### src/rtl/dma_controller_pkg.sv
// Shared constants and state encoding for the device-to-memory DMA controller.
package dma_controller_pkg;

  localparam int DMA_WORD_SIZE      = 16;
  localparam int DMA_DEVICE_BIT_LEN = 2;
  localparam int DMA_BLOCKS         = 3;
  localparam int DATA_SIZE          = DMA_BLOCKS;
  localparam int DMA_ADDR_WIDTH     = 16;
  localparam int BLOCK_STRIDE       = 4;
  localparam int BLOCK_SHIFT        = $clog2(BLOCK_STRIDE);

  // All-ones offset parks the device; it drives nothing for this code.
  localparam logic [DMA_DEVICE_BIT_LEN-1:0] OFFSET_IDLE = '1;

  typedef enum logic [2:0] {
    ST_IDLE  = 3'd0,
    ST_REQ   = 3'd1,
    ST_FETCH = 3'd2,
    ST_WRITE = 3'd3,
    ST_DONE  = 3'd4
  } dma_state_t;

endpackage

### src/rtl/dma_controller.sv
// Copies 4-word blocks from the external device into memory after a CPU command,
// holding the bus via BR/BG and raising a one-cycle dma_end when finished.
module dma_controller
  import dma_controller_pkg::*;
#(
  parameter int WORD_SIZE      = DMA_WORD_SIZE,
  parameter int DEVICE_BIT_LEN = DMA_DEVICE_BIT_LEN,
  parameter int BLOCKS         = DMA_BLOCKS,
  parameter int ADDR_WIDTH     = DMA_ADDR_WIDTH
) (
  input  logic                               clk,
  input  logic                               reset,
  input  logic                               cmd_valid,
  input  logic [ADDR_WIDTH-1:0]              cmd_addr,
  input  logic [DEVICE_BIT_LEN-1:0]          cmd_length,
  input  logic                               BG,
  output logic                               BR,
  output logic [DEVICE_BIT_LEN-1:0]          offset,
  input  logic [BLOCK_STRIDE*WORD_SIZE-1:0]  dev_data,
  output logic                               mem_write,
  output logic [ADDR_WIDTH-1:0]              mem_addr,
  output logic [BLOCK_STRIDE*WORD_SIZE-1:0]  mem_data,
  input  logic                               mem_ready,
  output logic                               dma_end
);

  localparam int LW = DEVICE_BIT_LEN;
  localparam logic [LW:0]   BLOCKS_W   = BLOCKS[LW:0];
  localparam logic [LW-1:0] W_OFF_IDLE = '1;

  dma_state_t            r_state, w_state_nxt;
  logic [ADDR_WIDTH-1:0] r_base, w_base_nxt;
  logic [LW-1:0]         r_len, w_len_nxt;
  logic [LW-1:0]         r_index, w_index_nxt;
  logic                  r_zero_pend, w_zero_pend_nxt;
  logic                  w_capture;
  logic [LW-1:0]         w_len_clamp;
  logic [LW:0]           w_index_inc;
  logic [ADDR_WIDTH-1:0] w_blk_addr;

  assign w_len_clamp = ({1'b0, cmd_length} > BLOCKS_W) ? BLOCKS_W[LW-1:0] : cmd_length;
  assign w_index_inc = {1'b0, r_index} + {{LW{1'b0}}, 1'b1};
  assign w_blk_addr  = r_base + ({{(ADDR_WIDTH-LW){1'b0}}, r_index} << BLOCK_SHIFT);

  always_ff @(posedge clk or posedge reset) begin
    if (reset) begin
      r_state     <= ST_IDLE;
      r_base      <= '0;
      r_len       <= '0;
      r_index     <= '0;
      r_zero_pend <= 1'b0;
    end else begin
      r_state     <= w_state_nxt;
      r_base      <= w_base_nxt;
      r_len       <= w_len_nxt;
      r_index     <= w_index_nxt;
      r_zero_pend <= w_zero_pend_nxt;
    end
  end

  // A zero-length command spends one IDLE cycle in r_zero_pend so that dma_end
  // lands two cycles after cmd_valid, matching the 2+2*len latency rule.
  always_comb begin
    w_state_nxt     = r_state;
    w_base_nxt      = r_base;
    w_len_nxt       = r_len;
    w_index_nxt     = r_index;
    w_zero_pend_nxt = r_zero_pend;
    w_capture       = 1'b0;
    case (r_state)
      ST_IDLE: begin
        if (r_zero_pend) begin
          w_zero_pend_nxt = 1'b0;
          w_state_nxt     = ST_DONE;
        end else if (cmd_valid) begin
          w_base_nxt = cmd_addr;
          w_len_nxt  = w_len_clamp;
          if (w_len_clamp == '0) w_zero_pend_nxt = 1'b1;
          else                   w_state_nxt     = ST_REQ;
        end
      end
      ST_REQ: begin
        if (BG) w_state_nxt = ST_FETCH;
      end
      ST_FETCH: begin
        if (!BG) begin
          w_state_nxt = ST_REQ;
        end else begin
          w_state_nxt = ST_WRITE;
          w_capture   = 1'b1;
        end
      end
      ST_WRITE: begin
        // A write accepted in the same cycle the bus is reclaimed still counts.
        if (mem_ready) begin
          w_index_nxt = w_index_inc[LW-1:0];
          w_state_nxt = (w_index_inc == {1'b0, r_len}) ? ST_DONE : ST_FETCH;
        end else if (!BG) begin
          w_state_nxt = ST_REQ;
        end
      end
      ST_DONE: begin
        w_index_nxt = '0;
        w_state_nxt = ST_IDLE;
      end
      default: w_state_nxt = ST_IDLE;
    endcase
  end

  // Outputs are decoded from the next state so they are registered yet line up
  // with the state they belong to.
  always_ff @(posedge clk or posedge reset) begin
    if (reset) begin
      BR        <= 1'b0;
      mem_write <= 1'b0;
      dma_end   <= 1'b0;
      offset    <= W_OFF_IDLE;
      mem_addr  <= '0;
      mem_data  <= '0;
    end else begin
      BR        <= (w_state_nxt == ST_REQ) || (w_state_nxt == ST_FETCH) ||
                   (w_state_nxt == ST_WRITE);
      mem_write <= (w_state_nxt == ST_WRITE);
      dma_end   <= (w_state_nxt == ST_DONE);
      offset    <= ((w_state_nxt == ST_FETCH) || (w_state_nxt == ST_WRITE)) ?
                   w_index_nxt : W_OFF_IDLE;
      if (w_capture) begin
        mem_addr <= w_blk_addr;
        mem_data <= dev_data;
      end
    end
  end

endmodule

### config.mk
export PLATFORM = sky130hd
export DESIGN_NAME = dma_controller
export DESIGN_NICKNAME = d
export VERILOG_FILES = /design/src/rtl/dma_controller_pkg.sv /design/src/rtl/dma_controller.sv
export SDC_FILE = /design/constraint.sdc
export NUM_CORES = 1
export LEC_CHECK = 0
export ABC_AREA = 1
export CAP_MARGIN = 5
export CORE_ASPECT_RATIO = 1.4
export CORE_MARGIN = 3
export CORE_UTILIZATION = 40
export DETAILED_ROUTE_END_ITERATION = 16
export PLACE_DENSITY_LB_ADDON = 0.2
export SLEW_MARGIN = 20
export SYNTH_ARGS = -nofsm -noshare
export SYNTH_HDL_FRONTEND = slang
export SYNTH_SLANG_ARGS = --single-unit
### constraint.sdc
create_clock -name clk -period 3.7 [get_ports clk]
set_input_delay 0.74 -clock clk [delete_from_list [all_inputs] [get_ports clk]]
set_output_delay 0.74 -clock clk [all_outputs]
set_load 0.005 [all_outputs]
==> results.toml, run 1 <==
[outcome]
status = "finished, final reports clean"

[layout]
syn2layout_area_growth_pct = 47.86
final_area_mm2 = 0.006649
stdcell_count = 844
drive_gt1_share_pct = 3.556
n_antenna_cell = 0
final_nets = 789

[synthesis]
synth_compound_area_share_pct = 4.814
ys_seq_area_share_pct = 60.71
muxShareOfSynthArea_pct = 0
syn_nets = 624
synth_edf_count = 0
synthSimpleGateAreaFrac_pct = 27.21
synthAdderAreaFrac_pct = 1.280
netlist_area_mm2 = 0.004497
ys.flop_type = "dfrtp_1"
ys_ff_latch = 109
avgSynthCellArea_um2 = 8.437
synth_top_cell_by_area = "dfrtp_1"
ys_warn_count = 0
synth_cell_types = 24
synth_cells = 533
synthTopCellsByArea = "dfrtp_1, nand2_1, inv_1"
synth_top_family_by_area = "simple AND/OR/NAND/NOR gates"
synth_top_area_share_pct = 59.54
synth-xor-area-share_pct = 0.5843
synthArstFlopShare_pct = 100.0

[critical_path]
end_kind = "flip-flop"
worstRegToRegCells = 9
r2r_setup_slack_ns = 1.77
crit_fanout = 80
arrival_ns = 2.61
start_kind = "primary input"
crit_required_ns = 3.97
setup.worst_path.class = "primary input to flip-flop"

[global_route]
antenna_found_initial = 0
grt-ovfl-total = 0
grt_pass1_wl_mm = 18.24
grt_max_degree = 81
grt_pass1_vias = 3843
groute.usage.overall_pct = 18.29

[route]
postRouteAntennaNets = 0
drc = 0
avgViaCountPerCell = 4.669
wirelength_mm = 11.28
dr_total_vias = 3941
routedWlPerCell_um = 13.36
first_iter_violations = 190
first_pass_iters = 5

[sta]
layout_min_cycle_time_ns = 2.339
setup-tns-final_ns = 0
period_share_pct = 63.21
final_hold_viol_count = 0
rsz0062_at_grt = "no"
fmax_ghz = 0.4276
worst_slew_pin_slew_ns = 0.7960
skew_ns = 0.006823
slew_viol_final = 0
slew_headroom_pct = 46.93
setup_viol = 0

[placement]
io_buffers = 171
place_area_mm2 = 0.006337
hpwl_mm = 8.034
placedCellCount = 828
place_congestion = 0.7620

[floorplanning]
die_width_um = 95.61
die_y_um = 131.5
io_pins = 172
initial_utilization_pct = 41.17
core_area_mm2 = 0.01092
num_rows = 45
dieArea_mm2 = 0.01257

[clocking]
cts_setup_buffers = 0
cts_buffers = 9
path_clk_slew_ns = 0.07
clk_latency_ns = 0.34
cts_root_buf = "clkbuf_16"
cts_tree = "built"
holdBufCountCts = 0
cts_max_level = 3
cts.path.max_buffers = 2
numClockSinks = 109
cts_resized = 0

[power_and_ir_drop]
seqPwrFrac_pct = 40.6
p_clk_share_pct = 19.1
worst_ir_drop_vdd_mv = 0.4206
swShare_pct = 33.01
power_density_mw_per_mm2 = 767.3
p_sw_mw = 1.684
combPwrFrac_pct = 40.3
leakagePower_nw = 3.289
p_int_mw = 3.418

[job]
cap_violations = 0

[min_path]
min_path_cells = 2
hold_path.class = "flip-flop to flip-flop"
cell usage after synthesis (3+ instances only):
cell type    n
a31oi_1      3
dfrtp_1    107
o21ai_1      7
a21oi_1     11
nor2_1      27
clkbuf_1    14
o21ai_0     16
nand2_1    268
nand3_1     14
ha_1         3
inv_1       39
buf_2        5
nand4_1      4
layer usage:
layer | share of wire (%) | GRT usage, % | vias to the layer above
li1 | - | - | 1961
met4 | 1.6 | 6.487 | 0
met3 | 6.9 | 3.093 | 16
met2 | 52 | 32.38 | 126
met5 | 0 | 0 | -
met1 | 39 | 21.77 | 1838
logic make-up (layout without fill, tap and decap cells):
kind of cell	after synthesis	in the layout
flip-flops	109	109
adder cells (fa/ha/maj)	4	4
AO/OA/AOI/OAI	41	41
XOR/XNOR	3	3
AND/OR/NAND/NOR	315	315
buffers and inverters	61	231
through the flow:
stage	setup WS (ns)	hold slack, ns	util (%)	power [mW]
6_report	1.361	0.4679	60.87	5.102
5_1_grt	1.216	0.4850	60.87	5.501
4_1_cts	1.365	0.4736	60.87	5.164
3_5_place_dp	1.008	0.4570	58.02	4.166
3_3_place_gp	1.092	0.4521	58.02	4.094
2_1_floorplan	0.08936	0.4492	-	2.959
cell type report:
type                            count  area (µm²)
Clock buffer                       11       252.7
Clock inverter                      5       58.81
Fill cell                         957        4274
Inverter                           40       152.6
Multi-Input combinational cell    363        1524
Sequential cell                   109        2730
Tap cell                          141       176.4
Timing Repair Buffer              175        1754
flip-flops by register name, summed over array words and instances (netlist names):
name         flops
r_index          2
r_len            2
r_state          3
BR               1
mem_data        64
dma_end          1
r_base          16
offset           2
mem_addr        16
mem_write        1
r_zero_pend      1
final timing paths:
path	startpoint	end
setup / recovery	BG	offset[0]
hold / removal	mem_data[44]	mem_data[44]
setup reg to reg	r_index[0]	mem_addr[14]
hold reg to reg	mem_data[44]	mem_data[44]
max in group asynchronous	reset	mem_data[63]
min in group asynchronous	reset	mem_data[13]
power groups by stage:
| stage | clock, mW | combinational, mW | sequential, mW |
|---|---|---|---|
| after floorplan | 0 | 0.881 | 2.08 |
| after global placement | 0 | 2.02 | 2.07 |
| after detailed placement | 0 | 2.08 | 2.09 |
| after CTS | 1.00 | 2.09 | 2.07 |
| after global routing | 1.05 | 2.30 | 2.14 |
| final | 0.976 | 2.05 | 2.07 |
worst max-delay path, cell delays in order:
cell and delay, ns:
clkdlybuf4s50_1 0.51, inv_1 0.08, nor3_4 0.20, buf_4 0.64, nor2_1 0.19, nand2_1 0.16, nand2_1 0.07
cells in the final DEF, fill, tap and decap left out, types with 2 or more instances in the layout:
cell,instances
nor2_1,27
nand3_1,14
a31oi_1,3
o21ai_0,16
ha_1,3
o22ai_1,2
dfrtp_1,107
clkbuf_8,2
inv_1,38
dfstp_2,2
buf_4,3
nand2_1,268
xor2_1,2
o21ai_1,7
clkdlybuf4s50_1,171
nand4_1,4
a21oi_1,11
clkbuf_16,9
clkinvlp_4,2
Note: power is estimated with default switching activity, not from simulation.
==> inputs of run 2 (changes only) <==
--- a/config.mk
+++ b/config.mk
@@ -9,7 +9,7 @@
 export CAP_MARGIN = 5
 export CORE_ASPECT_RATIO = 1.4
 export CORE_MARGIN = 3
-export CORE_UTILIZATION = 40
+export CORE_UTILIZATION = 44
 export DETAILED_ROUTE_END_ITERATION = 16
 export PLACE_DENSITY_LB_ADDON = 0.2
 export SLEW_MARGIN = 20
==> constraint.sdc (replaced) <==
create_clock -name clk -period 2.35 [get_ports clk]
set_input_delay 0.47 -clock clk [delete_from_list [all_inputs] [get_ports clk]]
set_output_delay 0.47 -clock clk [all_outputs]
set_load 0.005 [all_outputs]
==> run 2 against run 1 <==
Register-to-register slack got worse by 1.3 ns. Setup slack got worse by 0.91 ns. Power is 60% higher. Critical path type is now flip-flop to flip-flop.
==> results.toml, run 2 (synthesis results as in run 1) <==
[outcome]
status = "finished, final reports clean"

[placement]
io_buffers = 171
placedCellCount = 826
hpwl_mm = 8.424
place_congestion = 0.7987
place_area_mm2 = 0.006361

[route]
avgViaCountPerCell = 4.681
postRouteAntennaNets = 0
dr_total_vias = 3941
wirelength_mm = 11.24
first_pass_iters = 4
drc = 0
first_iter_violations = 176
routedWlPerCell_um = 13.35

[job]
cap_violations = 0

[floorplanning]
die_y_um = 125.6
die_width_um = 91.44
initial_utilization_pct = 45.18
dieArea_mm2 = 0.01149
core_area_mm2 = 0.009953
io_pins = 172
num_rows = 43

[clocking]
clk_latency_ns = 0.34
cts_tree = "built"
numClockSinks = 109
cts_resized = 0
path_clk_slew_ns = 0.06
cts_buffers = 9
holdBufCountCts = 0
cts_root_buf = "clkbuf_16"
cts_setup_buffers = 0
cts_max_level = 3
cts.path.max_buffers = 2

[layout]
final_util_pct = 67.38
drive_gt1_share_pct = 4.102
layout_common_cells = "nand2_1, clkdlybuf4s50_1, dfrtp_1"
final_area_mm2 = 0.006706
stdcell_count = 842
max_flop_register = "mem_data"
final_common_cell = "nand2_1"
final_nets = 793
n_antenna_cell = 0
largest_register_ffs = 64
syn2layout_area_growth_pct = 49.14
largestRegisters = "mem_data: 64 flops, mem_addr: 16 flops, r_base: 16 flops"

[sta]
fmax_ghz = 0.5259
period_share_pct = 80.92
worst_slew_pin_slew_ns = 0.6576
final_hold_viol_count = 0
slew_viol_final = 0
setup_viol = 0
layout_min_cycle_time_ns = 1.902
rsz0062_at_grt = "no"
setup-tns-final_ns = 0
skew_ns = 0.006184
slew_headroom_pct = 56.16

[critical_path]
reg2reg_from = "r_index[0]"
crit_required_ns = 2.57
timing.rr.end = "mem_addr[14]"
crit_fanout = 4
startpoint = "r_index[0]"
arrival_ns = 2.12
end_kind = "flip-flop"
start_kind = "flip-flop"
worstRegToRegCells = 9
r2r_setup_slack_ns = 0.45
setup.worst_path.class = "flip-flop to flip-flop"

[global_route]
antenna_found_initial = 0
grt-ovfl-total = 0
grt_pass1_vias = 3887
groute.usage.overall_pct = 20.28
grt_pass1_wl_mm = 18.62
grt_max_degree = 57

[power_and_ir_drop]
swShare_pct = 32.11
combPwrFrac_pct = 39.6
power_density_mw_per_mm2 = 1220
p_int_mw = 5.556
p_clk_share_pct = 20.5
worst_ir_drop_vdd_mv = 0.6061
p_sw_mw = 2.627
seqPwrFrac_pct = 39.8
leakagePower_nw = 3.329

[min_path]
min_from = "mem_data[21]"
hold_path_end = "mem_data[21]"
min_path_cells = 2
hold_path.class = "flip-flop to flip-flop"
run 2: cell count changes in the layout (fill, tap and decap cells not counted):
cell        change
bufinv_16       +1
buf_4           +4
clkinv_4        -1
clkbuf_8        +2
inv_4           -1
clkinvlp_4      -1
run 2: worst max-delay path by stage:
stage,endpoint,cells after the start
6_report,mem_addr[14],9
5_1_grt,mem_addr[14],9
4_1_cts,mem_addr[14],9
3_5_place_dp,mem_addr[7],6
3_3_place_gp,mem_addr[14],6
2_1_floorplan,BR,1
run 2: area by class of cell:
cell class	count	area [µm²]
Clock buffer	13	280.3
Clock inverter	3	65.06
Fill cell	823	3247
Inverter	40	153.9
Multi-Input combinational cell	363	1524
Sequential cell	109	2730
Tap cell	135	168.9
Timing Repair Buffer	179	1784
run 2: power groups by stage:
stage	registers (mW)	clock network, mW	logic [mW]
finish	3.26	1.68	3.24
global route	3.38	1.81	3.62
CTS	3.26	1.72	3.30
detailed placement	3.29	0	3.28
global placement	3.25	0	3.19
floorplan	3.27	0	1.39
run 2: layer usage:
layer | global-route usage [%] | routed length [µm]
met2 | 36.03 | 5980
met1 | 23.54 | 4395
met3 | 4.361 | 572
met5 | 0 | 0
met4 | 8.348 | 294
run 2: metrics by stage:
step	hold slack (ns)	worst slack, ns	power, mW
after floorplan	0.4492	0.5661	4.660
after global placement	0.4535	0.4202	6.437
after detailed placement	0.4570	0.3605	6.570
after CTS	0.4736	0.4291	8.287
after global routing	0.4991	0.3484	8.810
final	0.4667	0.4485	8.183
run 2: critical path: stages, from the launching register on:
cell     delay [ns]
dfrtp_1        0.41
ha_1           0.20
inv_1          0.07
fa_1           0.44
nor2_1         0.22
nand3_1        0.13
nand2_1        0.07
inv_1          0.03
o21ai_0        0.13
nand2_1        0.08
